===== src/rtl/zorro_master_pkg.sv =====
// Shared types and constants for the Zorro III bus-master cycle sequencer.
package zorro_master_pkg;

  typedef enum logic [2:0] {
    ST_IDLE,
    ST_REQUEST,
    ST_ADDR,
    ST_DATA,
    ST_TERM,
    ST_HOLD,
    ST_RELEASE
  } zmc_state_t;

  localparam logic [3:0] DS_IDLE = 4'hF;

  // Width of a counter that must hold 0..timeout_cycles inclusive.
  function automatic int ZMC_CNT_W(input int timeout_cycles);
    int w;
    w = $clog2(timeout_cycles + 1);
    return (w < 1) ? 1 : w;
  endfunction

endpackage


===== src/rtl/zorro_sync.sv =====
// Two-flop synchroniser for active-low Zorro inputs; resets to the inactive (1) level.
module zorro_sync (
  input  logic clk_i,
  input  logic rst_i,
  input  logic d_i,
  output logic q_o
);

  logic meta_q;
  logic sync_q;

  always_ff @(posedge clk_i) begin
    if (rst_i) begin
      meta_q <= 1'b1;
      sync_q <= 1'b1;
    end else begin
      meta_q <= d_i;
      sync_q <= meta_q;
    end
  end

  assign q_o = sync_q;

endmodule


===== src/rtl/zorro_master_cycle.sv =====
// Zorro III bus-master cycle sequencer: arbitration, FCS_n/DS_n strobing, termination.
// Optional DTACK timeout enabled by defining ZMC_TIMEOUT_EN.
//
// state      | meaning
// IDLE       | bus not requested
// REQUEST    | SBR_n asserted, waiting for synced grant
// ADDR       | address driven for FCS_SETUP cycles
// DATA       | FCS_n and DS_n asserted, waiting for DTACK/BERR/timeout
// TERM       | strobes released, ACK pulse (ERR on failure)
// HOLD       | bus still owned; back-to-back if REQ and grant present
// RELEASE    | SBR_n/MASTER dropped
module zorro_master_cycle
  import zorro_master_pkg::*;
#(
  parameter int FCS_SETUP      = 1,
  parameter int TIMEOUT_CYCLES = 255
) (
  input  logic        CLK,
  input  logic        RESET,
  input  logic        REQ,
  input  logic        REQ_WRITE,
  input  logic [31:0] REQ_ADDR,
  input  logic [31:0] REQ_WDATA,
  input  logic [3:0]  REQ_BE,
  output logic        ACK,
  output logic        ERR,
  output logic [31:0] RDATA,
  output logic        SBR_n,
  input  logic        SBG_n,
  output logic        MASTER,
  output logic        ADDR_OE,
  output logic        FCS_n,
  output logic [3:0]  DS_n,
  output logic        READ,
  output logic        DOE,
  input  logic [31:0] AD_IN,
  input  logic        DTACK_n,
  input  logic        BERR_n,
  input  logic        BUS_RST
);

  localparam int SETUP_W = (FCS_SETUP > 1) ? $clog2(FCS_SETUP) : 1;
  localparam logic [SETUP_W-1:0] SETUP_LOAD = SETUP_W'(FCS_SETUP - 1);

  zmc_state_t state_q, state_d;
  logic [SETUP_W-1:0] setup_q, setup_d;
  logic        ack_q, ack_d;
  logic        err_q, err_d;
  logic [31:0] rdata_q, rdata_d;
  logic        sbr_n_q, sbr_n_d;
  logic        master_q, master_d;
  logic        addr_oe_q, addr_oe_d;
  logic        fcs_n_q, fcs_n_d;
  logic [3:0]  ds_n_q, ds_n_d;
  logic        read_q, read_d;
  logic        doe_q, doe_d;

  logic sbg_s;
  logic dtack_s;
  logic berr_s;
  logic timeout_hit;
  logic pending;

  zorro_sync u_sync_sbg   (.clk_i(CLK), .rst_i(RESET), .d_i(SBG_n),   .q_o(sbg_s));
  zorro_sync u_sync_dtack (.clk_i(CLK), .rst_i(RESET), .d_i(DTACK_n), .q_o(dtack_s));
  zorro_sync u_sync_berr  (.clk_i(CLK), .rst_i(RESET), .d_i(BERR_n),  .q_o(berr_s));

`ifdef ZMC_TIMEOUT_EN
  localparam int CNT_W = ZMC_CNT_W(TIMEOUT_CYCLES);
  localparam logic [CNT_W-1:0] TO_MAX = CNT_W'(TIMEOUT_CYCLES);

  logic [CNT_W-1:0] to_q, to_d;

  // Held at zero outside DATA so every DATA entry starts from a cleared count.
  always_comb begin
    to_d = '0;
    if (state_q == ST_DATA) begin
      to_d = (to_q == TO_MAX) ? to_q : to_q + 1'b1;
    end
  end

  always_ff @(posedge CLK) begin
    if (RESET) to_q <= '0;
    else       to_q <= to_d;
  end

  assign timeout_hit = (state_q == ST_DATA) && (to_d == TO_MAX);
`else
  logic unused_timeout;
  assign unused_timeout = 1'(TIMEOUT_CYCLES);
  assign timeout_hit    = 1'b0;
`endif

  // Address and write data reach the AD bus through external drivers gated by ADDR_OE/DOE.
  logic unused_fields;
  assign unused_fields = ^{REQ_ADDR, REQ_WDATA};

  assign pending = (state_q == ST_REQUEST) || (state_q == ST_ADDR) || (state_q == ST_DATA);

  always_comb begin
    state_d = state_q;
    setup_d = setup_q;
    ack_d   = 1'b0;
    err_d   = 1'b0;
    rdata_d = rdata_q;

    unique case (state_q)
      ST_IDLE: begin
        // ack_q blocks the request that is being acknowledged by an abort this cycle.
        if (REQ && !ack_q && sbg_s && !BUS_RST) state_d = ST_REQUEST;
      end
      ST_REQUEST: begin
        if (!sbg_s) begin
          state_d = ST_ADDR;
          setup_d = SETUP_LOAD;
        end
      end
      ST_ADDR: begin
        if (setup_q == '0) state_d = ST_DATA;
        else               setup_d = setup_q - 1'b1;
      end
      ST_DATA: begin
        if (!berr_s) begin
          state_d = ST_TERM;
          err_d   = 1'b1;
        end else if (!dtack_s) begin
          state_d = ST_TERM;
        end else if (timeout_hit) begin
          state_d = ST_TERM;
          err_d   = 1'b1;
        end
        if (state_d == ST_TERM) begin
          ack_d = 1'b1;
          if (!REQ_WRITE) rdata_d = AD_IN;
        end
      end
      ST_TERM: state_d = ST_HOLD;
      ST_HOLD: begin
        if (REQ && !sbg_s) begin
          state_d = ST_ADDR;
          setup_d = SETUP_LOAD;
        end else begin
          state_d = ST_RELEASE;
        end
      end
      ST_RELEASE: state_d = ST_IDLE;
      default:    state_d = ST_IDLE;
    endcase

    if (BUS_RST && (state_q != ST_IDLE)) begin
      state_d = ST_IDLE;
      ack_d   = pending;
      err_d   = pending;
      rdata_d = rdata_q;
    end

    // Outputs are decoded from the next state so they register together with it.
    sbr_n_d   = !((state_d == ST_REQUEST) || (state_d == ST_ADDR) || (state_d == ST_DATA) ||
                  (state_d == ST_TERM) || (state_d == ST_HOLD));
    master_d  = (state_d == ST_ADDR) || (state_d == ST_DATA) ||
                (state_d == ST_TERM) || (state_d == ST_HOLD);
    addr_oe_d = (state_d == ST_ADDR);
    fcs_n_d   = (state_d != ST_DATA);
    ds_n_d    = (state_d == ST_DATA) ? ~REQ_BE : DS_IDLE;
    doe_d     = (state_d == ST_DATA) && REQ_WRITE;
    read_d    = ((state_d == ST_ADDR) || (state_d == ST_DATA)) ? ~REQ_WRITE : 1'b1;
  end

  always_ff @(posedge CLK) begin
    if (RESET) begin
      state_q   <= ST_IDLE;
      setup_q   <= '0;
      ack_q     <= 1'b0;
      err_q     <= 1'b0;
      rdata_q   <= '0;
      sbr_n_q   <= 1'b1;
      master_q  <= 1'b0;
      addr_oe_q <= 1'b0;
      fcs_n_q   <= 1'b1;
      ds_n_q    <= DS_IDLE;
      read_q    <= 1'b1;
      doe_q     <= 1'b0;
    end else begin
      state_q   <= state_d;
      setup_q   <= setup_d;
      ack_q     <= ack_d;
      err_q     <= err_d;
      rdata_q   <= rdata_d;
      sbr_n_q   <= sbr_n_d;
      master_q  <= master_d;
      addr_oe_q <= addr_oe_d;
      fcs_n_q   <= fcs_n_d;
      ds_n_q    <= ds_n_d;
      read_q    <= read_d;
      doe_q     <= doe_d;
    end
  end

  assign ACK     = ack_q;
  assign ERR     = err_q;
  assign RDATA   = rdata_q;
  assign SBR_n   = sbr_n_q;
  assign MASTER  = master_q;
  assign ADDR_OE = addr_oe_q;
  assign FCS_n   = fcs_n_q;
  assign DS_n    = ds_n_q;
  assign READ    = read_q;
  assign DOE     = doe_q;

endmodule

===== config.mk =====
export PLATFORM = sky130hd
export DESIGN_NAME = zorro_master_cycle
export DESIGN_NICKNAME = d
export VERILOG_FILES = /design/src/rtl/zorro_master_pkg.sv /design/src/rtl/zorro_sync.sv /design/src/rtl/zorro_master_cycle.sv
export SDC_FILE = /design/constraint.sdc
export NUM_CORES = 1
export LEC_CHECK = 0
export ABC_CLOCK_PERIOD_IN_PS = 1860
export CAP_MARGIN = 20
export CORE_AREA = 2 2 80 82
export CTS_BUF_LIST = sky130_fd_sc_hd__clkbuf_16
export CTS_CLUSTER_SIZE = 12
export DETAILED_ROUTE_END_ITERATION = 16
export DIE_AREA = 0 0 82 84
export PLACE_DENSITY = 0.78
export SLEW_MARGIN = 20
export SYNTH_ARGS = -nofsm -noshare
export SYNTH_HDL_FRONTEND = slang
export SYNTH_SLANG_ARGS = --single-unit
export TNS_END_PERCENT = 30

===== constraint.sdc =====
create_clock -name CLK -period 1.86 [get_ports CLK]
set_clock_uncertainty 0.1 [all_clocks]
set_input_delay 0.372 -clock CLK [delete_from_list [all_inputs] [get_ports CLK]]
set_output_delay 0.372 -clock CLK [all_outputs]
set_load 0.1 [all_outputs]

==> reports/results.ini, run 1 <==
[setup_path]
crit_fanout = 8
rr_worst_depth = 5
cp-end-kind = flip-flop
critical_path_arrival_ns = 1.81
r2r_start = state_q[0]
critPathRequiredTime_ns = 1.99
timing.critical_path.from = REQ
crit_path_end = DOE
reg2reg_to = DOE
reg2reg_slack_ns = 0.19
startpoint_type = input pin
crit_type = in -> reg

[cells_and_area]
layout_commonest_cell = nand2_1
final_cell_mix = nand2_1, dfxtp_1, buf_12
drive_above_1_share = 0.2443
stdcell_count = 384
num_antenna_cells = 0
nets = 415
area_growth_pct = 80.87
final.fill_count = 515

[yosys]
ys_seq_elements = 53
synth_compound_area_frac = 0.1561
synthesis.area_um2 = 1923
synthAdderAreaFrac = 0
syn_nets = 326
seq_area_frac_synth = 0.5517
synth-xor-area-share = 0
synth_cell_types = 36
avgSynthCellArea_um2 = 8.822
synth_top_family_by_area = simple AND/OR/NAND/NOR gates
synthMuxAreaShare = 0
syn_inst = 218
ys_warn_count = 0
yosys.area_share.simple = 0.2427

[clock_tree]
numCtsBuffers = 5
cts.repair.resized = 0
h-tree-depth = 2
postCtsSetupBuffers = 0
cts_tree = done
root_buffer = clkbuf_16
cts_sinks = 53
clock_tree.buffer_depth = 2
path_clk_slew_ns = 0.06
worst_skew_pair.late_latency_ns = 0.28
hold_buffers = 0

[drt]
totalWireLength_um = 4882
via_per_inst = 4.674
drcViolationCount = 0
drtIter0Drc = 58
avgRoutedWirePerCell_um = 12.71
drtAntennaViolNets = 0
vias = 1795
firstDrtPassIters = 4

[placed_design]
hpwl_um = 3776
place.gp.congestion = 0.8328
place_inst = 377
io_buffers = 87

[sta]
worstMarginPinSlew_ns = 0.3799
slew_violations = 0
slew_headroom = 0.7467
hold_viol_final = 0
finalSetupViolations = 0
fmax_mhz = 596.1
min_period_over_period = 0.9019
period_needed_ns = 1.678
rsz0062_at_grt = no

[die]
core_um2 = 6096
rows = 29
die-area_um2 = 6888
initial_core_util = 0.3155
ios = 152
die_w_um = 82
die_y_um = 84

[power_and_ir_drop]
power.internal_mw = 1.752
power_switching_mw = 0.4608
pwr-share-clk = 0.388
p_leak_nw = 1.274
swShare = 0.2082
powerDensity_nw_per_um2 = 636.2
combPwrFrac = 0.090
p_seq_frac = 0.523
p_total_mw = 2.213
vdd_drop_max_mv = 0.3127

[global_routing]
grt_pass1_vias = 1819
grt_pass1_wl_um = 8169
grt_overflow = 0
grt_usage = 0.1515
antenna_found_initial = 0
grt_max_degree = 32

[worst_hold_path]
hold_path.class = reg -> reg

[outcome]
status = finished, final reports clean

[run]
maxCapViolations = 0

state kept, by name (all words and copies together) (netlist names):
register and flops:
ERR 1, state_q 3, FCS_n 1, u_sync_dtack.meta_q 1, RDATA 32, ACK 1, u_sync_sbg.q_o 1, MASTER 1
u_sync_berr.meta_q 1, u_sync_dtack.q_o 1, READ 1, DS_n 4, u_sync_sbg.meta_q 1, DOE 1, ADDR_OE 1, SBR_n 1
u_sync_berr.q_o 1
cell type report:
| type | count | area (um2) | share of cell area |
|---|---|---|---|
| Multi-Input combinational cell | 147 | 767.0 | 0.2205 |
| Clock inverter | 2 | 11.26 | 0.003237 |
| Timing Repair Buffer | 97 | 1406 | 0.4043 |
| Sequential cell | 53 | 1061 | 0.3050 |
| Tap cell | 77 | 96.34 | 0.02770 |
| Clock buffer | 5 | 125.1 | 0.03597 |
| Inverter | 3 | 11.26 | 0.003237 |
worst min path at each step:
stage | cells after the start | end | startpoint
after floorplan | 1 | u_sync_berr.q_o | u_sync_berr.meta_q
after global placement | 1 | u_sync_sbg.q_o | u_sync_sbg.meta_q
after detailed placement | 1 | u_sync_dtack.q_o | u_sync_dtack.meta_q
after CTS | 1 | u_sync_dtack.q_o | u_sync_dtack.meta_q
after global routing | 1 | u_sync_dtack.q_o | u_sync_dtack.meta_q
final | 1 | u_sync_berr.q_o | u_sync_berr.meta_q
metal layers:
metal / global-route usage / part of all wire / routed length (um) / up-vias
li1: - / - / - / 890
met3: 0.05195 / 0.064 / 312 / 8
met4: 0.04848 / 0.015 / 74 / 0
met2: 0.2690 / 0.53 / 2567 / 57
met1: 0.1645 / 0.39 / 1927 / 840
met5: 0 / 0 / 0 / -
power groups by stage:
stage,clock [mW],sequential [mW],combinational [mW]
5_1_grt,0.945,1.16,0.213
3_3_place_gp,0,1.18,0.196
6_report,0.858,1.16,0.199
2_1_floorplan,0,1.20,0.0548
3_5_place_dp,0,1.18,0.200
4_1_cts,0.896,1.16,0.200
cells by family after synthesis:
family | after synthesis
and+or+nand+nor | 98
AOI/OAI and AO/OA | 49
buffers and inverters | 18
DFF | 53
synthesized netlist by cell type:
library cell | instances | share of area
nand2_1 | 68 | 0.13
dfxtp_1 | 53 | 0.55
a21oi_1 | 33 | 0.086
clkbuf_1 | 8 | 0.016
nand3_1 | 6 | 0.016
or2_2 | 6 | 0.020
buf_4 | 5 | 0.020
nor2b_1 | 4 | 0.013
nor2_1 | 3 | 0.0059
a211oi_1 | 2 | 0.0078
and3_1 | 2 | 0.0065
inv_1 | 2 | 0.0039
nand2b_1 | 2 | 0.0065
o21ai_0 | 2 | 0.0052
a21boi_1 | 1 | 0.0039
a21boi_4 | 1 | 0.0098
a21oi_2 | 1 | 0.0046
a22oi_1 | 1 | 0.0039
a2bb2oi_1 | 1 | 0.0046
a31oi_1 | 1 | 0.0033
a32o_2 | 1 | 0.0059
a32oi_1 | 1 | 0.0046
and2_1 | 1 | 0.0033
buf_2 | 1 | 0.0026
buf_6 | 1 | 0.0059
inv_2 | 1 | 0.0019
nand3b_4 | 1 | 0.010
nor2b_4 | 1 | 0.0072
nor3_1 | 1 | 0.0026
nor3b_1 | 1 | 0.0039
nor4b_4 | 1 | 0.012
o211ai_1 | 1 | 0.0039
o21ai_1 | 1 | 0.0026
o22ai_2 | 1 | 0.0065
o31ai_1 | 1 | 0.0039
or3_1 | 1 | 0.0033
metrics by stage:
step                hold WS (ns)  setup TNS, ns    util  area [um2]  worst slack (ns)
floorplan                 0.2895              0       -        1923           0.08863
global placement          0.2916         -1.139  0.5482        3342           -0.1073
detailed placement        0.2958         -2.299  0.5482        3342           -0.1166
CTS                       0.3106              0  0.5706        3478            0.1835
global route              0.3186              0  0.5706        3478           0.08012
finish                    0.3085              0  0.5706        3478            0.1824
worst max-delay path: stages:
cell and delay, ns:
clkdlybuf4s50_1 0.51, nand3b_4 0.09, a32o_2 0.30, nor4b_4 0.20, buf_4 0.18, and3_1 0.15
Note: power is estimated with default switching activity, not from simulation.
==> run 2: changes to the inputs <==
ABC_CLOCK_PERIOD_IN_PS = 1920   (was 1860)
MAX_ROUTING_LAYER = met4   (was default)
SLEW_MARGIN = default   (was 20)
clock period = 1.92 ns   (was 1.86 ns; I/O delays follow)
==> run 2 against run 1 <==
Effect of this change: flip-flop and latch count unchanged; cell area increased by 1.3%; core utilization increased by 0.76 points; worst setup slack improved by 0.021 ns; global-route usage decreased by 0.84 points; sequential power decreased by 3%; via count decreased by 1.9%; sequential share of layout area decreased by 0.40 points; worst hold slack about the same; combinational power decreased by 5%; clock power increased by 31%; highest routed layer unchanged.
==> reports/results.ini, run 2 (synthesis results as in run 1) <==
[die]
die_w_um = 82  ; unchanged
rows = 29  ; unchanged
die-area_um2 = 6888  ; unchanged
die_y_um = 84  ; unchanged
core_um2 = 6096  ; unchanged
ios = 152  ; unchanged
initial_core_util = 0.3155  ; unchanged

[placed_design]
place_area_um2 = 3334  ; -0.22%
io_buffers = 87  ; unchanged
hpwl_um = 3574  ; -5.4%
preCtsSetupSlack_ns = -0.08700  ; +0.02964 ns
place.gp.congestion = 0.8464  ; +1.6%

[clock_tree]
h-tree-depth = 2  ; unchanged
root_buffer = clkbuf_16
cts_tree = done
numCtsBuffers = 5  ; unchanged
worst_skew_pair.late_latency_ns = 0.28  ; about the same
cts.repair.resized = 0  ; unchanged
path_clk_slew_ns = 0.07  ; about the same
hold_buffers = 0  ; unchanged
clock_tree.buffer_depth = 2  ; unchanged
postCtsSetupBuffers = 0  ; unchanged
cts_sinks = 53  ; unchanged

[global_routing]
grt_max_degree = 32  ; unchanged
grt_pass1_vias = 1714  ; -5.8%
grt_overflow = 0  ; unchanged
grt_pass1_wl_um = 7631  ; -6.6%
antenna_found_initial = 0  ; unchanged
grt_usage = 0.1432  ; -0.008361

[cells_and_area]
drive_above_1_share = 0.2476  ; +0.003257
layout_commonest_cell = nand2_1
largest_reg_flops = 32  ; unchanged
nets = 414  ; -0.24%
area_growth_pct = 83.28
design_area_um2 = 3525  ; +1.3%
final_cell_mix = nand2_1, dfxtp_1, buf_12
fin_util = 0.5782  ; +0.007594
num_antenna_cells = 0  ; unchanged
final.fill_count = 530  ; +2.9%

[sta]
worst_slack_ns = 0.2031  ; +0.02073 ns
slew_violations = 0  ; unchanged
fmax_mhz = 582.5
min_period_over_period = 0.8942
period_needed_ns = 1.717
rsz0062_at_grt = no
fin_hold_ws_ns = 0.3087  ; +0.0001790 ns
worstMarginPinSlew_ns = 0.3522  ; -0.02771 ns
hold_viol_final = 0  ; unchanged
slew_headroom = 0.7649  ; +0.01815
finalSetupViolations = 0  ; unchanged

[setup_path]
r2r_start = state_q[0]
timing.critical_path.from = BUS_RST
crit_fanout = 13  ; +5
startpoint_type = input pin
cp-end-kind = flip-flop
critical_path_arrival_ns = 1.82  ; about the same
crit_type = in -> reg
critPathRequiredTime_ns = 2.02  ; +0.03 ns

[drt]
avgRoutedWirePerCell_um = 12.20  ; -4.1%
drtAntennaViolNets = 0  ; unchanged
via_per_inst = 4.586  ; -1.9%
drcViolationCount = 0  ; unchanged
totalWireLength_um = 4684  ; -4.1%
vias = 1761  ; -1.9%
firstDrtPassIters = 4  ; unchanged
drtIter0Drc = 44  ; -24%

[worst_hold_path]
hold_start = u_sync_dtack.meta_q
hold_path.class = reg -> reg

[run]
maxCapViolations = 0  ; unchanged

[outcome]
status = finished, final reports clean

[power_and_ir_drop]
p_leak_nw = 1.300  ; +2.0%
powerDensity_nw_per_um2 = 689.4  ; +8.4%
p_total_mw = 2.430  ; +9.8%
vdd_drop_max_mv = 0.3216  ; +2.8%

==> run 2: worst max-delay path: stages <==
cell             delay (ns)
clkdlybuf4s50_1        0.56
nor2_1                 0.19
and3_1                 0.25
buf_4                  0.22
nand2_1                0.07
a21oi_1                0.15
==> run 2: through the flow <==
step / instances / setup TNS (ns)
floorplan: 218 / 0
global placement: 376 / -0.3782
detailed placement: 376 / -0.9239
CTS: 384 / 0
global route: 384 / 0
finish: 384 / 0
==> run 2: worst paths after layout <==
check                                         to  slack, ns  depth (start not counted)
worst max-delay path                   RDATA[26]       0.20                          6
worst min-delay path            u_sync_dtack.q_o       0.31                          1
worst max register to register               DOE       0.26                          5
worst min register to register  u_sync_dtack.q_o       0.31                          1
==> run 2: metal layers <==
metal	share of wire	track usage	vias to the layer above
met5	0	-	-
met3	0.055	0.03355	2
met1	0.41	0.1645	819
met2	0.53	0.2476	49
li1	-	-	891
met4	0.0032	0.03485	0
==> run 2: cell type report <==
type	count	area, um2	share of cell area
Clock buffer	5	125.1	0.03550
Inverter	3	11.26	0.003195
Tap cell	77	96.34	0.02733
Multi-Input combinational cell	147	767.0	0.2176
Clock inverter	3	65.06	0.01846
Sequential cell	53	1061	0.3010
Timing Repair Buffer	96	1399	0.3969
==> run 2: where the power goes <==
part           total [mW]  internal (mW)  switching (mW)
clock                1.12          0.744           0.376
sequential           1.12           1.11         0.00990
combinational       0.190          0.115          0.0750
